`config.mk`:
```
export PLATFORM = sky130hd
export DESIGN_NAME = seq_d001_detector
export DESIGN_NICKNAME = d
export VERILOG_FILES = /design/src/rtl/seq_d001_detector.sv
export SDC_FILE = /design/constraint.sdc
export NUM_CORES = 1
export LEC_CHECK = 0
export BUFFER_PORTS_ARGS = -buffer_cell sky130_fd_sc_hd__buf_4
export CELL_PAD_IN_SITES_DETAIL_PLACEMENT = 0
export CELL_PAD_IN_SITES_GLOBAL_PLACEMENT = 2
export CORE_MARGIN = 1.5
export CORE_UTILIZATION = 32
export DETAILED_ROUTE_END_ITERATION = 10
export PLACE_DENSITY_LB_ADDON = 0.1
export REMOVE_ABC_BUFFERS = 1
export SLEW_MARGIN = 20
export SYNTH_ARGS = -nofsm -noshare
export SYNTH_HDL_FRONTEND = slang
export SYNTH_SLANG_ARGS = --single-unit
```
`constraint.sdc`:
```
create_clock -name clk -period 4.61 [get_ports clk]
set_clock_uncertainty 0.15 [all_clocks]
set_input_delay 0.922 -clock clk [delete_from_list [all_inputs] [get_ports clk]]
set_output_delay 0.922 -clock clk [all_outputs]
set_load 0.1 [all_outputs]
```
`src/rtl/seq_d001_detector.sv`:
```
// Mealy detector for the serial pattern 0,0,1 with a saturating match counter
// and a debug view of the state register.
module seq_d001_detector #(
  parameter int unsigned CNT_W = 8
) (
  input  logic             clk,
  input  logic             rst,
  input  logic             inp,
  output logic             det,
  output logic [CNT_W-1:0] det_count,
  output logic [1:0]       state_dbg
);

  typedef enum logic [1:0] {
    IDLE   = 2'b00,
    S0     = 2'b01,
    S00    = 2'b10,
    UNUSED = 2'b11
  } state_t;

  state_t           state_q, state_d;
  logic [CNT_W-1:0] count_q, count_d;
  logic             det_d;

  always_ff @(posedge clk or posedge rst) begin
    if (rst) begin
      state_q <= IDLE;
      count_q <= '0;
    end else begin
      state_q <= state_d;
      count_q <= count_d;
    end
  end

  always_comb begin
    state_d = IDLE;
    det_d   = 1'b0;
    case (state_q)
      IDLE:    state_d = inp ? IDLE : S0;
      S0:      state_d = inp ? IDLE : S00;
      // A run of zeros keeps the last two as a live prefix; a 1 consumes the match.
      S00: begin
        state_d = inp ? IDLE : S00;
        det_d   = inp;
      end
      default: state_d = IDLE;
    endcase
  end

  always_comb begin
    count_d = count_q;
    if (det_d && (count_q != '1)) count_d = count_q + 1'b1;
  end

  assign det       = det_d;
  assign det_count = count_q;
  assign state_dbg = state_q;

endmodule

```
Word-level counts from Yosys, hierarchy flattened
Cells that the tools add are included.
{"block": "op_classes", "eq_ne": 3, "muxes": 4, "addsub": 1, "reduce_logical": 3}
{"cell": "adder 8 x 1 -> 8 bit, second input constant", "n": 1}
{"cell": "!= test 8 bit, second input constant", "n": 1}
{"cell": "case mux 2 bit (2 select lines)", "n": 1}
{"cell": "equality test 2 x 1 -> 1 bit, second input constant", "n": 1}
{"cell": "equality test 2 bit, second input constant", "n": 1}
{"cell": "logical NOT 2 bit", "n": 1}
{"cell": "two-way mux 1 bit", "n": 2}
{"cell": "two-way mux 2 bit", "n": 1}
{"cell": "OR reduction 2 bit", "n": 1}
{"cell": "logical AND 1 bit", "n": 1}
{"block": "word_totals", "regBits": 10}

Logic depth before layout (Yosys ltp)
Gate-level depths: netlist (run 1).
{"block": "depth", "ltp_word": 3, "ltp_mapped": 6, "depth_no_buf": 6}

Worst setup path before layout (run 1)
Ideal clock, no wire load.
{"block": "synth_path", "path_type": "reg-to-output", "from": "register state_q[1], in the netlist state_dbg[1]", "to": "output port det", "path_buffers": 0, "t_required_ns": 3.538, "path_slack_ns": 1.982, "path_stages_with_launch": 3, "t_arrival_ns": 1.556, "cell_sequence": "dfrtp_1 > ha_1 > and2_4"}
{"block": "synth_between", "elab_chain_cells": 2}
{"item": "from (decl)", "line": "21", "rtl": "state_t state_q, state_d;"}
{"item": "from (signal assigned)", "line": "30", "rtl": "state_q <= state_d;"}
{"item": "equality test 2 bit", "line": "38", "rtl": "case (state_q)"}
{"item": "two-way mux 1 bit", "line": "38"}
{"item": "to (decl)", "line": "9", "rtl": "output logic det,"}
Every way passes these cells.

Final worst setup path (run 1)
{"block": "layout_path", "from": "input port inp", "to": "output port det"}
{"block": "layout_between", "elab_chain_cells": 1}
{"item": "from (decl)", "line": "8", "rtl": "input logic inp,"}
{"item": "two-way mux 1 bit", "line": "38"}
Every way passes these cells.

==> flow_summary_export.csv, run 1 <==
group,metric,value,unit
status,status,"completed",
detailed_routing,routed_wl,943,µm
clock_tree,path_clk_slew,70,ps
detailed_routing,vias,379,
synth,syn_inst,46,
floorplanning,core_area,1510,µm²
floorplanning,std_cell_rows,14,
detailed_routing,drt-initial-drc-count,2,
timing,tightestPinTransition,401,ps
detailed_routing,wl_per_cell,12.1,µm
placed_design,dpl_cell_area,632,µm²
synth,synth_warnings,0,
synth,synth_top_area_share,48.7,%
final_layout,diodes,0,
timing,slew_violations,0,
timing,tns,0,ps
timing,hold_viol,0,
floorplanning,start_util,34.1,%
critical_path,arrival,1460,ps
grt,overflow,0,
clock_tree,numClockSinks,10,
synth,synth_area_leader_cell,"dfrtp_1",
clock_tree,cts_resized,0,
floorplanning,fp.dieW,43.1,µm
critical_path,cp-end-kind,"output pin",
floorplanning,die-area,1860,µm²
synth,syn_avg_cell_area,11.2,µm²
synth,syn_area,514,µm²
clock_tree,postCtsSetupBuffers,0,
timing,relSlewSlack,73.2,%
synth,synth.area.top_cells,"dfrtp_1, ha_1, mux2_2",
grt,grt_max_degree,11,
detailed_routing,route.detailed.drc,0,
floorplanning,ios,14,
synth,ys_ff_latch,10,
placed_design,gp_congestion,0.671,
timing,setup_viol,0,
final_layout,area_delta_synth_final,27.3,%
synth,synth_seq_area_share,48.7,%
timing,holdWs,369,ps
clock_tree,tritoncts,"built",
critical_path,cpMostUsedCell,"buf_4",
timing,period_share,55.0,%
critical_path,path_cells,"buf_4 > and2_4 > buf_4",
timing,rsz0062_at_grt,"no",
clock_tree,cts_buffers,3,
timing,max_freq,395,MHz
detailed_routing,ant_nets,0,
detailed_routing,drtPass1Iterations,4,
final_layout,fin_area,654,µm²
placed_design,hpwl,690,µm
critical_path,critPathMaxStageDelay,290,ps
critical_path,crit_path_start_kind,"input pin",
grt,grt_use_total,11.9,%
clock_tree,hold_buffers,0,
run,drv_cap,0,
clock_tree,htreeDepth,1,
critical_path,crit_buf_inv,2,
detailed_routing,viasPerCell,4.86,
placed_design,port_buffers,13,
synth,synth_cell_types,21,
timing,fin_crit,2530,ps
final_layout,layout-drive-gt1-share,40.3,%
clock_tree,clock_latency,260,ps
critical_path,crit_path_max_fanout,5,
worst_hold_path,hold_path_class,"flop to flop",
grt,grt_pass1_wl,1570,µm
critical_path,crit_family,"buffers and inverters",
critical_path,required,3540,ps
floorplanning,die_y,43.1,µm
final_layout,fin_nets,71,
critical_path,crit_type,"input pin to output pin",
grt,antenna_found_initial,0,
critical_path,slowest_stage,"buf_4",
clock_tree,root_buffer,"clkbuf_4",
clock_tree,cts_buffer_depth,2,
grt,first_global_vias,365,
==> worst reg2reg max path: stages (launching register included) <==
cell	delay, ps
dfrtp_1	390
inv_1	80
ha_1	140
and2_4	160
nand4_1	160
nor2_1	150
mux2_2	340
==> stage by stage <==
stage	std cells	worst slack (ps)	util, %
final	78	2080	43.4
after global routing	78	2060	43.4
after CTS	78	2070	43.4
after detailed placement	75	2070	41.9
after global placement	75	2080	41.9
after floorplan	46	1980	-
==> worst paths after layout <==
path                            slack (ps)  depth (start not counted)                        to                     start
worst min-delay path                   370                          1  det_count[5]$_DFFE_PP0P_  det_count[5]$_DFFE_PP0P_
worst max register to register        2920                          6  det_count[7]$_DFFE_PP0P_    state_dbg[0]$_DFF_PP0_
worst max-delay path                  2080                          3                       det                       inp
min in group asynchronous              490                          2    state_dbg[0]$_DFF_PP0_                       rst
worst min register to register         370                          1  det_count[5]$_DFFE_PP0P_  det_count[5]$_DFFE_PP0P_
max in group asynchronous             3540                          2  det_count[1]$_DFFE_PP0P_                       rst
==> layout make-up <==
type | count | area, µm²
Clock buffer | 3 | 22.5
Inverter | 3 | 11.3
Tap cell | 16 | 20.0
Timing Repair Buffer | 13 | 97.6
Sequential cell | 10 | 250
Fill cell | 161 | 852
Multi-Input combinational cell | 33 | 253
==> per-layer routing <==
metal / track usage (%) / vias up / share of wire (%)
met4: 10.9 / 0 / 2.8
li1: - / 188 / -
met2: 16.4 / 11 / 42
met1: 15.1 / 176 / 50
met3: 2.55 / 4 / 4.6
met5: 0 / - / 0
==> cell usage in the layout, fill, tap and decap left out <==
cell type | Yosys | routed
a21oi_1 | 2 | 2
and2_4 | 1 | 1
and2b_2 | 1 | 1
and3_2 | 1 | 1
and3_4 | 1 | 1
buf_4 | 0 | 13
clkbuf_4 | 0 | 3
dfrtp_1 | 10 | 10
ha_1 | 4 | 4
inv_1 | 3 | 3
mux2_2 | 2 | 2
mux2_4 | 1 | 1
nand2_1 | 3 | 3
nand2_2 | 1 | 1
nand2b_1 | 1 | 1
nand3_1 | 3 | 3
nand4_1 | 2 | 2
nor2_1 | 3 | 3
nor3_1 | 1 | 1
nor3b_1 | 1 | 1
o21ai_2 | 1 | 1
xnor2_1 | 2 | 2
xor2_1 | 2 | 2
==> sequential cells by signal, indices dropped and copies added (netlist names) <==
name       cells
det_count      8
state_dbg      2
==> cells in the mapped netlist, drive strengths merged <==
master and instances:
ha 4, mux2 3, nor3 1, and2b 1, o21ai 1, nand2b 1
nand2 4, nand3 3, inv 3, nor2 3, nor3b 1, and2 1
a21oi 2, xnor2 2, nand4 2, dfrtp 10, xor2 2, and3 2
==> cell families (layout without fill, tap and decap cells) <==
family	count (synthesis)	count (layout)	share of synthesized area [%]
xor gates and xnor gates	4	4	6.81
buffers and inverters	3	19	2.19
and+or+nand+nor	19	19	21.7
muxes	3	3	7.30
DFF	10	10	48.7
AOI/OAI and AO/OA	3	3	3.65
adders and majority gates	4	4	9.73
Power of run 1 is not shown: default switching activity piles up to over one toggle a cycle in this logic, so the estimate is an artifact.
==> run 2, diff against run 1 <==
- ABC_AREA: default -> 1
- CORE_ASPECT_RATIO: default -> 1.4
- CORE_UTILIZATION: 32 -> 26
- clock period: 4.61 -> 2.2 ns (I/O delays scaled with it)
==> run 2 against run 1 <==
Effect of this change:
- via count increased by 34%
- die area is 43% higher
- clock-buffer cell count did not move
- cell count increased by 46%
- critical path depth rose by 2
- wire length is 39% higher
- final area rose by 16%
- hold slack lost 350 ps
- core utilization down 8.9 points
==> flow_summary_export.csv, run 2 <==
group,metric,value,unit
clock_tree,path_clk_slew,70,ps
clock_tree,tritoncts,"built",
clock_tree,cts_buffers,3,
clock_tree,cts_buffer_depth,2,
placed_design,hpwl,998,µm
timing,tns,0,ps
power,power.density,1180,nW/µm²
critical_path,arrival,1480,ps
clock_tree,htreeDepth,1,
critical_path,required,1610,ps
final_layout,multi_input_area,314,µm²
synth,yosysMostFrequentCell,"nand2_1",
timing,tightestPinTransition,433,ps
timing,setup_viol,0,
floorplanning,std_cell_rows,20,
power,leakage,0.396,nW
final_layout,final_cell_mix,"nand2_1, buf_4, inv_1, dfrtp_1, nor2_1",
detailed_routing,vias,508,
detailed_routing,drtPass1Iterations,4,
critical_path,r2r_cells,8,
clock_tree,clock_latency,270,ps
floorplanning,core_area,2200,µm²
power,vdd_drop_max,713,µV
final_layout,fill_cells,254,
critical_path,crit_path_max_fanout,4,
synth,synth_cell_types,21,
timing,rsz0062_at_grt,"no",
grt,overflow,0,
placed_design,dpl_cell_area,738,µm²
detailed_routing,routed_wl,1310,µm
status,status,"completed",
grt,grt_use_total,11.9,%
critical_path,cp-end-kind,"output pin",
critical_path,reg2reg_slack,660,ps
synth,synth_warnings,0,
synth,synthTopCellsByCount,"nand2_1, dfrtp_1, inv_1",
final_layout,fin_nets,101,
floorplanning,ios,14,
timing,fin_crit,2070,ps
clock_tree,cts_resized,0,
grt,grt_pass1_wl,2230,µm
synth,async_flop_share,100,%
timing,period_share,94.2,%
timing,slew_violations,0,
run,drv_cap,0,
clock_tree,hold_buffers,0,
placed_design,port_buffers,13,
synth,synth.area.top_cells,"dfrtp_1, nand2_1, ha_1",
final_layout,register_area,250,µm²
final_layout,layout_commonest_cell,"nand2_1",
floorplanning,fp.dieW,44.0,µm
synth,syn_inst,76,
detailed_routing,viasPerCell,4.46,
final_layout,largest_reg_flops,8,
placed_design,gp_congestion,0.665,
grt,antenna_found_initial,0,
critical_path,rr_endpoint,"det_count[4]$_DFFE_PP0P_",
timing,max_freq,483,MHz
detailed_routing,drt-initial-drc-count,10,
synth,synth_edf_count,0,
final_layout,fin_area,761,µm²
floorplanning,die_y,60.5,µm
worst_hold_path,hold_path_class,"input pin to asynchronous set/reset pin",
final_layout,layout-drive-gt1-share,28.3,%
critical_path,crit_path_start_kind,"flop",
floorplanning,start_util,27.8,%
synth,synth_top_area_share,40.8,%
detailed_routing,route.detailed.drc,0,
clock_tree,numClockSinks,10,
floorplanning,die-area,2660,µm²
final_layout,diodes,0,
critical_path,reg2reg_from,"det_count[0]$_DFFE_PP0P_",
synth,ys.flop_type,"dfrtp_1",
synth,ys_ff_latch,10,
clock_tree,root_buffer,"clkbuf_4",
synth,syn_avg_cell_area,8.07,µm²
synth,synth_area_leader_cell,"dfrtp_1",
timing,relSlewSlack,71.1,%
grt,grt_max_degree,11,
clock_tree,postCtsSetupBuffers,0,
timing,hold_viol,0,
synth,syn_area,613,µm²
detailed_routing,wl_per_cell,11.5,µm
grt,first_global_vias,489,
critical_path,crit_type,"flop to output pin",
synth,synth_seq_area_share,40.8,%
detailed_routing,ant_nets,0,
final_layout,area_delta_synth_final,24.1,%
run 2: cell types whose count changed after synthesis, moves of 2 or more:
cell / delta
nand2_1: +21
inv_1: +7
nor2_1: +4
mux2_2: -2
xor2_1: -2
run 2: cell families (layout without fill, tap and decap cells):
logic type / after synthesis / after routing / synth area share (%)
buf+inv: 12 / 28 / 7.96
simple gates: 45 / 45 / 37.1
fa+ha+maj: 4 / 4 / 8.16
flops: 10 / 10 / 40.8
xor+xnor: 2 / 2 / 2.86
compound gates: 3 / 3 / 3.06
run 2: worst max path at each step:
stage / startpoint / end / depth (start not counted)
4_1_cts: state_dbg[0]$_DFF_PP0_ / det / 5
3_5_place_dp: state_dbg[0]$_DFF_PP0_ / det / 5
3_3_place_gp: state_dbg[0]$_DFF_PP0_ / det / 5
2_1_floorplan: state_dbg[1]$_DFF_PP0_ / det / 3
6_report: state_dbg[0]$_DFF_PP0_ / det / 5
5_1_grt: state_dbg[0]$_DFF_PP0_ / det / 5
run 2: metal layers:
layer / part of all wire [%] / track usage (%)
met1: 42 / 15.4
met2: 52 / 17.6
met5: 0 / 0
met3: 4.4 / 1.79
met4: 1.3 / 9.09
run 2: worst max-delay path, cell delays in order (launching register included):
cell	delay, ps
dfrtp_1	400
inv_1	90
ha_1	170
nand2_2	80
inv_1	160
buf_4	320
run 2: power by group:
part | switching (mW) | internal (mW)
sequential | 0.0559 | 0.221
combinational | 0.386 | 0.106
clock | 0.0677 | 0.0632
total | 0.509 | 0.390
run 2: layout make-up:
class	instances	share of cell area (%)
inverters	12	6.41
clock buffers	3	2.96
well taps	22	3.62
flip-flops and latches	10	32.9
repair buffers	13	12.8
multi-input cells	54	41.3
run 2: stage by stage:
stage                     utilization, %  setup WS [ps]  cells  hold WS, ps  total power, mW
final                               34.5            129    114         17.2            0.899
after global routing                34.5           25.2    114         58.5            0.957
after CTS                           34.5           99.6    114         29.7            0.914
after detailed placement            33.5            401    111          326            0.776
after global placement              33.5            449    111          324            0.771
after floorplan                        -           -395     76          130            0.673
Note: power is estimated with default switching activity, not from simulation.
